## config.mk

```make
export PLATFORM = sky130hd
export DESIGN_NAME = pcs_10g_tx_block_sched_flat
export DESIGN_NICKNAME = d
export VERILOG_FILES = /design/src/rtl/pcs_10g_tx_block_sched_if.sv /design/src/rtl/pcs_10g_tx_block_sched.sv /design/src/flat_wrapper.sv
export SDC_FILE = /design/constraint.sdc
export NUM_CORES = 1
export LEC_CHECK = 0
export CAP_MARGIN = 5
export CORE_MARGIN = 4
export CORE_UTILIZATION = 40
export CTS_CLUSTER_SIZE = 12
export DETAILED_ROUTE_END_ITERATION = 16
export PLACE_DENSITY = 0.69
export SYNTH_ARGS = -nofsm -noshare
export SYNTH_HDL_FRONTEND = slang
export SYNTH_SLANG_ARGS = --single-unit
```

## constraint.sdc

```tcl
create_clock -name clk -period 6.8 [get_ports clk]
set_input_delay 1.7 -clock clk [delete_from_list [all_inputs] [get_ports clk]]
set_output_delay 1.7 -clock clk [all_outputs]
set_load 0.02 [all_outputs]
```

## src/rtl/pcs_10g_tx_block_sched_if.sv

```systemverilog
// pcs_10g_tx_block_sched_if: encoder-side block input and scrambler-side block output
interface pcs_10g_tx_block_sched_if;
    logic [65:0] in_block;
    logic        in_valid;
    logic        in_ready;
    logic [65:0] sched_block;
    logic        sched_valid;
    modport master (output in_block, in_valid, input in_ready, sched_block, sched_valid);
    modport slave (input in_block, in_valid, output in_ready, sched_block, sched_valid);
endinterface

```

## src/rtl/pcs_10g_tx_block_sched.sv

```systemverilog
// pcs_10g_tx_block_sched: gearbox-paced 66-bit block scheduler with idle insertion and drain
module pcs_10g_tx_block_sched #(
    parameter int          FIFO_DEPTH   = 4,
    parameter int          GB_PERIOD    = 33,
    parameter int          START_THRESH = 2,
    parameter logic [65:0] IDLE_BLOCK   = 66'h2_0000_0000_0000_001E,
    localparam int         AW           = $clog2(FIFO_DEPTH),
    localparam int         LW           = AW + 1,
    localparam int         SW           = $clog2(GB_PERIOD)
) (
    input  logic                    clk,
    input  logic                    rst,
    input  logic                    i_enable,
    input  logic                    i_clear_stats,
    pcs_10g_tx_block_sched_if.slave bus,
    output logic [LW-1:0]           o_fifo_level,
    output logic [1:0]              o_state,
    output logic [31:0]             o_block_cnt,
    output logic [15:0]             o_idle_cnt,
    output logic                    o_underrun
);
    typedef enum logic [1:0] {S_DIS = 2'b00, S_PRIME = 2'b01, S_RUN = 2'b10, S_DRAIN = 2'b11} state_t;
    state_t      r_state, w_next;
    logic [SW-1:0] r_slot;
    logic [65:0] r_mem [FIFO_DEPTH];
    logic [AW-1:0] r_wp, r_rp;
    logic [LW-1:0] r_level;
    logic [65:0] r_sched_block;
    logic        r_sched_valid;
    logic [31:0] r_block_cnt;
    logic [15:0] r_idle_cnt;
    logic        r_underrun;
    logic        w_slot, w_in_ready, w_push, w_pop, w_idle;

    assign w_slot = r_slot != SW'(GB_PERIOD - 1);

    always_ff @(posedge clk) begin
        r_state <= rst ? S_DIS : w_next;
    end

    always_comb begin
        w_next = r_state;
        case (r_state)
            S_DIS:   w_next = i_enable ? S_PRIME : S_DIS;
            S_PRIME: w_next = !i_enable ? S_DRAIN : (w_slot && r_level >= LW'(START_THRESH)) ? S_RUN : S_PRIME;
            S_RUN:   w_next = i_enable ? S_RUN : S_DRAIN;
            S_DRAIN: w_next = (w_slot && r_level == '0) ? S_DIS : S_DRAIN;
            default: w_next = S_DIS;
        endcase
    end

    always_comb begin
        w_in_ready = (r_state == S_PRIME || r_state == S_RUN) && r_level < LW'(FIFO_DEPTH);
        w_push     = bus.in_valid && w_in_ready;
        w_pop      = w_slot && r_level != '0 && (r_state == S_RUN || r_state == S_DRAIN);
        w_idle     = w_slot && (r_state == S_PRIME || (r_state == S_RUN && r_level == '0));
    end

    // slot counter restarts at 0 on the first PRIME cycle because it is held at 0 while disabled
    always_ff @(posedge clk) begin
        if (rst || r_state == S_DIS)
            r_slot <= '0;
        else
            r_slot <= w_slot ? r_slot + 1'b1 : '0;
    end

    always_ff @(posedge clk) begin
        if (w_push)
            r_mem[r_wp] <= bus.in_block;
    end

    always_ff @(posedge clk) begin
        if (rst) begin
            r_wp    <= '0;
            r_rp    <= '0;
            r_level <= '0;
        end else begin
            r_wp    <= r_wp + AW'(w_push);
            r_rp    <= r_rp + AW'(w_pop);
            r_level <= r_level + LW'(w_push) - LW'(w_pop);
        end
    end

    always_ff @(posedge clk) begin
        if (rst) begin
            r_sched_block <= '0;
            r_sched_valid <= 1'b0;
            r_block_cnt   <= '0;
            r_idle_cnt    <= '0;
            r_underrun    <= 1'b0;
        end else begin
            r_sched_valid <= w_pop || w_idle;
            r_sched_block <= w_pop ? r_mem[r_rp] : w_idle ? IDLE_BLOCK : r_sched_block;
            r_block_cnt   <= i_clear_stats ? '0 : r_block_cnt + 32'(w_pop);
            r_idle_cnt    <= i_clear_stats ? '0 : (w_idle && r_idle_cnt != 16'hFFFF) ? r_idle_cnt + 16'd1 : r_idle_cnt;
            r_underrun    <= !i_clear_stats && (r_underrun || (w_idle && r_state == S_RUN));
        end
    end

    assign bus.in_ready    = w_in_ready;
    assign bus.sched_block = r_sched_block;
    assign bus.sched_valid = r_sched_valid;
    assign o_fifo_level    = r_level;
    assign o_state         = r_state;
    assign o_block_cnt     = r_block_cnt;
    assign o_idle_cnt      = r_idle_cnt;
    assign o_underrun      = r_underrun;
endmodule
```

## src/flat_wrapper.sv

```systemverilog
// flat-port wrapper written by rule: the top's interface ports become plain ports
module pcs_10g_tx_block_sched_flat 
#(
    parameter int          FIFO_DEPTH   = 4,
    parameter int          GB_PERIOD    = 33,
    parameter int          START_THRESH = 2,
    parameter logic [65:0] IDLE_BLOCK   = 66'h2_0000_0000_0000_001E,
    localparam int         AW           = $clog2(FIFO_DEPTH),
    localparam int         LW           = AW + 1,
    localparam int         SW           = $clog2(GB_PERIOD)
)
  (clk, rst, i_enable, i_clear_stats, o_fifo_level, o_state, o_block_cnt, o_idle_cnt, o_underrun, bus_in_block, bus_in_valid, bus_in_ready, bus_sched_block, bus_sched_valid);
  pcs_10g_tx_block_sched_if bus_i ();
  input  logic clk;
  input  logic rst;
  input  logic i_enable;
  input  logic i_clear_stats;
  output logic [LW-1:0] o_fifo_level;
  output logic [1:0] o_state;
  output logic [31:0] o_block_cnt;
  output logic [15:0] o_idle_cnt;
  output logic o_underrun;
  input wire logic [$bits(bus_i.in_block)-1:0] bus_in_block;
  input wire logic [$bits(bus_i.in_valid)-1:0] bus_in_valid;
  output wire logic [$bits(bus_i.in_ready)-1:0] bus_in_ready;
  output wire logic [$bits(bus_i.sched_block)-1:0] bus_sched_block;
  output wire logic [$bits(bus_i.sched_valid)-1:0] bus_sched_valid;
  assign bus_i.in_block = bus_in_block;
  assign bus_i.in_valid = bus_in_valid;
  assign bus_in_ready = bus_i.in_ready;
  assign bus_sched_block = bus_i.sched_block;
  assign bus_sched_valid = bus_i.sched_valid;
  pcs_10g_tx_block_sched #(.FIFO_DEPTH(FIFO_DEPTH), .GB_PERIOD(GB_PERIOD), .START_THRESH(START_THRESH), .IDLE_BLOCK(IDLE_BLOCK)) u_core (.clk(clk), .rst(rst), .i_enable(i_enable), .i_clear_stats(i_clear_stats), .bus(bus_i), .o_fifo_level(o_fifo_level), .o_state(o_state), .o_block_cnt(o_block_cnt), .o_idle_cnt(o_idle_cnt), .o_underrun(o_underrun));
endmodule
```

## After elaboration in Yosys (flattened, before gate mapping)

Memories as Yosys holds them, arrays and structs flattened. A register that Yosys moved wholly into a read port is not among the register bits.
Cells that the tools add are included.

- $add $sub $neg: 7
- Order comparisons: 2
- Equality and inequality tests: 5
- Multiplexer cells: 11
- Bitwise gates (word level): 1
- Reductions and logical operators: 24

Operators by type and width:

| kind | number |
|---|---|
| $mux 66 | 2 |
| $add 32x1->32 | 1 |
| $add 16x1->16 const B | 1 |
| $ne 16x16->1 const B | 1 |
| $logic_and 1x1->1 | 11 |
| $mux 2 | 4 |
| $pmux 2 s4 | 1 |
| $add 6x1->6 const B | 1 |
| $logic_or 1x1->1 | 6 |
| $ne 6x6->1 const B | 1 |
| $add 2x1->2 | 2 |
| $eq 2x2->1 const B | 2 |
| $mux 1 | 4 |
| $reduce_or 2->1 | 2 |
| $add 3x1->3 | 1 |
| $ge 3x2->1 const B | 1 |
| $logic_not 3->1 | 1 |
| $lt 3x3->1 const B | 1 |
| $reduce_bool 3->1 | 1 |
| $sub 3x1->3 | 1 |
| $eq 2x1->1 const B | 1 |
| $logic_not 2->1 | 1 |
| $reduce_bool 2->1 | 1 |
| $logic_not 1->1 | 1 |
| $not 1->1 | 1 |

- Flip-flop bits (word level): 131
- RAM bits: 264
- Output and inout port bits: 122
- Memories: 1

Memory list:

| memory | words | width | read ports | clocked after memory_dff | wr ports | line | text |
|---|---|---|---|---|---|---|---|
| u_core.r_mem | 4 | 66 | 1 | 1 | 1 | pcs_10g_tx_block_sched.sv:25 | `logic [65:0] r_mem [FIFO_DEPTH];` |

## Logic depth before layout (Yosys ltp)

Gate-level depths: netlist of run 1.

- Word-level depth: 7
- Depth in mapped cells: 12
- Gate-level depth less buffers: 11

## Worst setup path after synthesis of run 1

No wires, ideal clock.

- Path type: input port to flip-flop
- Start point: input bus_in_valid
- End point: memory u_core.r_mem[2][0] (enable)
- Library setup time: 0.585 ns
- Arrival time: 6.627 ns
- Required time: 6.215 ns
- Path slack: -0.412 ns
- Stages on the path: 2
- Path buffers: 0
- Cells stage by stage: nand2_1 nor3b_1

- Word-level cells in the longest chain between the ends: 3

RTL lines:

| item | line | text |
|---|---|---|
| start: declaration | flat_wrapper.sv:24 | `input wire logic [$bits(bus_i.in_valid)-1:0] bus_in_valid;` |
| $logic_and 1x1->1 | pcs_10g_tx_block_sched.sv:54 | `w_push = bus.in_valid && w_in_ready;` |
| $mux 1 | pcs_10g_tx_block_sched.sv:68 | `if (w_push)` |
| $mux 1 (implied by the code) | pcs_10g_tx_block_sched.sv:69 | `r_mem[r_wp] <= bus.in_block;` |
| end: declaration | pcs_10g_tx_block_sched.sv:25 |  |

Every way passes these cells.

## Worst setup path in the final report of run 1

- Start point: register u_core.r_state[0] (netlist: u_core.o_state[0])
- End point: output bus_in_ready

- Word-level cells in the longest chain between the ends: 3

RTL lines:

| item | line | text |
|---|---|---|
| start: declaration | pcs_10g_tx_block_sched.sv:23 | `state_t r_state, w_next;` |
| start signal: assignment | pcs_10g_tx_block_sched.sv:38 | `r_state <= rst ? S_DIS : w_next;` |
| $eq 2x1->1 / $eq 2x2->1 (equally long branches) | pcs_10g_tx_block_sched.sv:53 | `w_in_ready = (r_state == S_PRIME \|\| r_state == S_RUN) && r_level < LW'(FIFO_DEPTH);` |
| $logic_or 1x1->1 (*) | pcs_10g_tx_block_sched.sv:53 |  |
| $logic_and 1x1->1 (*) | pcs_10g_tx_block_sched.sv:53 |  |
| end: declaration | flat_wrapper.sv:25 | `output wire logic [$bits(bus_i.in_ready)-1:0] bus_in_ready;` |

Every way passes the cells marked *; elsewhere a longest branch is shown, timed or not.

==> results.sh, run 1 <==
export IMPL_synth_fp_nets=1007
export IMPL_gp_congestion=0.7817
export IMPL_viasPerCell=5.233
export IMPL_rows=70
export IMPL_rr_worst_depth=11
export IMPL_ys_warn_count=0
export IMPL_die_x_um=200.6
export IMPL_final_util_pct=50.85
export IMPL_clk_pin_slew_ps=60
export IMPL_post_cts_setup_buffer_count=0
export IMPL_grt_ovfl_total=0
export IMPL_diodes=0
export IMPL_drt_total_wl_um=31630
export IMPL_start_util_pct=40.51
export IMPL_fin_crit_sh_pct=56.41
export IMPL_cts_root_buffer="clkbuf_16"
export IMPL_postRouteAntennaNets=0
export IMPL_power_total_mw=5.103
export IMPL_cts_buffer_depth=3
export IMPL_synth_edff_count=264
export IMPL_critPathCaptureType="output port"
export IMPL_crit_type="reg -> out"
export IMPL_fin_area_um2=18620
export IMPL_firstDrtPassIters=5
export IMPL_syn_inst=922
export IMPL_drv_slew=0
export IMPL_netlist_top_cells_area="edfxtp_1 53%, dfxtp_1 18%, mux4_2 10%"
export IMPL_grt_max_degree=81
export IMPL_first_iter_violations=376
export IMPL_critPathArrivalTime_ps=2140
export IMPL_cts_tree="yes"
export IMPL_area_growth_pct=25.51
export IMPL_route_detailed_drc=0
export IMPL_num_vias=8499
export IMPL_filler_cell_count=3059
export IMPL_r2r_start="u_core.o_state[0]"
export IMPL_postPlaceCellArea_um2=17240
export IMPL_r2r_end="u_core.o_block_cnt[25]"
export IMPL_synthTopCellsByCount="264 x edfxtp_1, 131 x dfxtp_1, 122 x nor2_1, 66 x mux4_2, 61 x a22oi_1"
export IMPL_fin_nets=1206
export IMPL_cp_max_fo=4
export IMPL_yosysMostFrequentCell="edfxtp_1"
export IMPL_core_area_um2=36610
export IMPL_ys_ff_latch=395
export IMPL_grt_pass1_vias=8641
export IMPL_cp_endpoint="bus_in_ready"
export IMPL_synth_cell_type_count=53
export IMPL_reg2reg_slack_ps=3550
export IMPL_finalHoldViolCount=0
export IMPL_ys_flop_type="edfxtp_1"
export IMPL_p_leak_nw=5.988
export IMPL_numCtsBuffers=43
export IMPL_async_flop_share_pct=0
export IMPL_yosysSeqAreaShare_pct=71.13
export IMPL_fin_worst_skew_ps=13.59
export IMPL_insertion_delay_ps=550
export IMPL_period_minus_slack_ps=3836
export IMPL_port_buffers=192
export IMPL_power_density_nw_per_um2=274.1
export IMPL_rsz0062_at_grt="false"
export IMPL_antenna_found_initial=5
export IMPL_ios=193
export IMPL_cts_resized=0
export IMPL_grt_usage_pct=15.37
export IMPL_maxCapViolations=0
export IMPL_grt_pass1_wl_um=49400
export IMPL_avgSynthCellArea_um2=16.09
export IMPL_htree_num_levels=2
export IMPL_avgRoutedWirePerCell_um=19.48
export IMPL_cts_sinks=395
export IMPL_cp_required_ps=5100
export IMPL_max_slew_margin_pct=26.67
export IMPL_final_cell_count_no_fill=1624
export IMPL_fp_dieH_um=200.6
export IMPL_holdWs_ps=468.1
export IMPL_holdBufCountCts=0
export IMPL_worst_slack_ps=2964
export IMPL_worstHoldPathType="reg -> reg"
export IMPL_fmax_mhz=260.7
export IMPL_synth_top_cell_by_area="edfxtp_1"
export IMPL_dp_cells=1544
export IMPL_outcome="finished, final reports clean"
export IMPL_tightest_slew_ps=1100
export IMPL_layout_drive_gt1_share_pct=14.01
export IMPL_setup_viol=0
export IMPL_dpl_hpwl_um=18970
export IMPL_ir_drop_v=0.0002139
export IMPL_tns_ps=0
export IMPL_netlist_area_um2=14830
export IMPL_cp_start_kind="flop"
export IMPL_dieArea_um2=40220
export IMPL_pre_cts_ws_ps=2722
export IMPL_crit_start="u_core.o_state[0]"
export IMPL_synth_top_cell_area_share_pct=53.45
[worst min-delay path by stage]
stage / from / end / slack [ps] / cells past startpoint
3_3_place_gp: u_core.r_slot[0] / u_core.r_slot[0] / 440 / 1
4_1_cts: u_core.r_slot[0] / u_core.r_slot[0] / 470 / 1
5_1_grt: u_core.r_slot[0] / u_core.r_slot[0] / 490 / 1
6_report: u_core.r_slot[0] / u_core.r_slot[0] / 470 / 1
3_5_place_dp: u_core.r_slot[0] / u_core.r_slot[0] / 460 / 1
2_1_floorplan: u_core.r_slot[0] / u_core.r_slot[0] / 430 / 1
[cell type report]
class | instances | area, um^2 | area share, %
repair buffers | 200 | 1979 | 10.63
well taps | 468 | 585.6 | 3.146
flip-flops and latches | 395 | 10560 | 56.71
inverters | 20 | 75.07 | 0.4033
clock inverters | 15 | 133.9 | 0.7192
clock buffers | 65 | 1240 | 6.661
multi-input cells | 461 | 4044 | 21.72
[cells by family after synthesis]
| group | after synthesis | share of synthesized area (%) |
|---|---|---|
| buffers and inverters | 66 | 1.915 |
| flip-flops | 395 | 71.13 |
| XOR/XNOR | 46 | 2.716 |
| AND/OR/NAND/NOR | 237 | 8.208 |
| adder cells (fa/ha/maj) | 14 | 1.232 |
| multiplexers | 67 | 10.09 |
| AO/OA/AOI/OAI | 97 | 4.707 |
[cells in the final DEF, fill, tap and decap left out, types with 19 or more instances in the layout]
master           netlist  routed
a22oi_1               61      61
clkbuf_16              0      44
clkdlybuf4s50_1        0     191
dfxtp_1              131     129
edfxtp_1             264     264
inv_1                 20      20
mux4_2                66      66
nand2_1               24      24
nand3_1               19      19
nor2_1               122     121
xnor2_1               23      23
xor2_1                23      23
[worst max-delay path, stage by stage (launching register included)]
cell	delay [ps]
dfxtp_1	390
inv_1	80
ha_1	290
nor2b_1	200
clkdlybuf4s50_1	630
[routing by layer]
metal,vias to the layer above,GRT usage [%],routed length (um)
met4,10,4.007,714
met3,60,4.023,2154
met2,256,25.84,15320
met5,-,0,69
li1,3930,-,-
met1,4243,20.03,13380
[state kept, by name, indices dropped and copies added (netlist names)]
signal                  flops
u_core.r_wp                 2
u_core.bus.sched_valid      1
u_core.r_mem              264
u_core.o_block_cnt         32
u_core.o_idle_cnt          16
u_core.o_state              2
u_core.bus.sched_block     66
u_core.r_slot               6
u_core.r_rp                 2
u_core.o_fifo_level         3
u_core.o_underrun           1
[power by group]
group          leakage [nW]  internal, mW  switching (mW)
Clock                 0.669          1.31           0.927
Sequential             3.44          2.61          0.0197
Combinational          1.88         0.100           0.137
No activity file was read; power rests on OpenSTA's default activity.
==> run 2: changes to the inputs <==
Settings changed: PLACE_DENSITY 0.69 to 0.67.
Clock period 6.8 ns to 3.6 ns, I/O delays scaled along.
==> run 2 against run 1 <==
Compared with the run above: non-clock buffer count rose by 8; combinational power rose by 97%; final area rose by 0.68%; via count fell by 0.36%; critical endpoint unchanged; clock skew rose by 20 ps; largest power group unchanged; cell count rose by 0.25%; utilization up 0.35 points; setup slack got worse by 2400 ps; clock power rose by 88%.
==> results.sh, run 2 (same netlist as run 1, synthesis figures left out) <==
export IMPL_fin_crit_sh_pct=84.36
export IMPL_cp_start_kind="flop"
export IMPL_num_vias=8468
export IMPL_outcome="finished, final reports clean"
export IMPL_crit_type="reg -> out"
export IMPL_holdWs_ps=473.6
export IMPL_power_total_mw=9.649
export IMPL_numCtsBuffers=42
export IMPL_worstHoldPathType="reg -> reg"
export IMPL_postRouteAntennaNets=0
export IMPL_final_util_pct=51.19
export IMPL_setup_viol=0
export IMPL_drv_slew=0
export IMPL_dpl_hpwl_um=19460
export IMPL_grt_pass1_vias=8744
export IMPL_insertion_delay_ps=550
export IMPL_power_density_nw_per_um2=514.8
export IMPL_tns_ps=0
export IMPL_drt_total_wl_um=32100
export IMPL_fin_nets=1213
export IMPL_cp_max_fo=4
export IMPL_cts_resized=0
export IMPL_final_cell_count_no_fill=1628
export IMPL_post_cts_setup_buffer_count=0
export IMPL_fmax_mhz=329.3
export IMPL_htree_num_levels=2
export IMPL_layout_common_cells="264 x edfxtp_1, 191 x clkdlybuf4s50_1, 129 x dfxtp_1"
export IMPL_rows=70
export IMPL_die_x_um=200.6
export IMPL_diodes=0
export IMPL_cp_required_ps=2700
export IMPL_finalHoldViolCount=0
export IMPL_grt_max_degree=68
export IMPL_maxCapViolations=0
export IMPL_cts_root_buffer="clkbuf_16"
export IMPL_avgRoutedWirePerCell_um=19.72
export IMPL_critPathCaptureType="output port"
export IMPL_met2_usage_pct=25.14
export IMPL_ios=193
export IMPL_layout_commonest_cell="edfxtp_1"
export IMPL_worst_slack_ps=563.2
export IMPL_first_iter_violations=458
export IMPL_area_growth_pct=26.36
export IMPL_route_detailed_drc=0
export IMPL_cts_tree="yes"
export IMPL_largest_register_ffs=264
export IMPL_grtUsageMet3_pct=3.974
export IMPL_firstDrtPassIters=5
export IMPL_pre_cts_ws_ps=738.1
export IMPL_antenna_found_initial=4
export IMPL_critPathArrivalTime_ps=2140
export IMPL_fp_dieH_um=200.6
export IMPL_max_slew_margin_pct=30.41
export IMPL_fin_worst_skew_ps=33.65
export IMPL_grt_ovfl_total=0
export IMPL_postPlaceCellArea_um2=17390
export IMPL_largest_register="u_core.r_mem"
export IMPL_holdBufCountCts=0
export IMPL_viasPerCell=5.201
export IMPL_gr_usage_met1_pct=21.39
export IMPL_period_minus_slack_ps=3037
export IMPL_fin_area_um2=18740
export IMPL_layout_drive_gt1_share_pct=14.48
export IMPL_dieArea_um2=40220
export IMPL_busiest_layer="met2"
export IMPL_grt_usage_pct=15.68
export IMPL_rsz0062_at_grt="false"
export IMPL_start_util_pct=40.51
export IMPL_ir_drop_v=0.0003283
export IMPL_p_leak_nw=6.042
export IMPL_clk_pin_slew_ps=50
export IMPL_tightest_slew_ps=1044
export IMPL_grt_pass1_wl_um=50340
export IMPL_gp_congestion=0.7955
export IMPL_cts_sinks=395
export IMPL_cts_buffer_depth=3
export IMPL_port_buffers=192
export IMPL_core_area_um2=36610
export IMPL_dp_cells=1552
run 2: cell types whose count changed in the layout (fill, tap and decap cells not counted), moves of 2 or more:
cell	change
clkbuf_1	+3
clkinv_1	-5
buf_12	+7
clkbuf_8	-4
inv_16	-2
bufinv_16	+2
run 2: final timing paths:
kind	startpoint	endpoint	slack, ps	cells past startpoint
worst max-delay path	u_core.o_state[0]	bus_in_ready	560	4
worst max register to register	u_core.o_state[0]	u_core.o_block_cnt[16]	800	11
worst min-delay path	u_core.r_slot[0]	u_core.r_slot[0]	470	1
worst min register to register	u_core.r_slot[0]	u_core.r_slot[0]	470	1
run 2: critical path, cell delays in order, from the launching register on:
cell and delay (ps):
dfxtp_1 380, inv_1 80, ha_1 270, nor2b_1 230
clkdlybuf4s50_1 660
run 2: power by group:
group / switching [mW] / internal (mW) / total [mW]
registers: 0.0354 / 4.93 / 4.96
logic: 0.267 / 0.200 / 0.467
clock network: 1.73 / 2.49 / 4.22
run 2: area by class of cell:
type                            instances  area (um^2)
Fill cell                            3022        17870
Sequential cell                       395        10560
Multi-Input combinational cell        461         4044
Timing Repair Buffer                  208         2127
Clock buffer                           64         1176
Tap cell                              468        585.6
Clock inverter                         12        176.4
Inverter                               20        75.07
run 2: metal layers:
layer | vias up | wire (um)
met3 | 66 | 1908
li1 | 3928 | -
met5 | - | 49
met2 | 235 | 14970
met1 | 4231 | 14310
met4 | 8 | 855
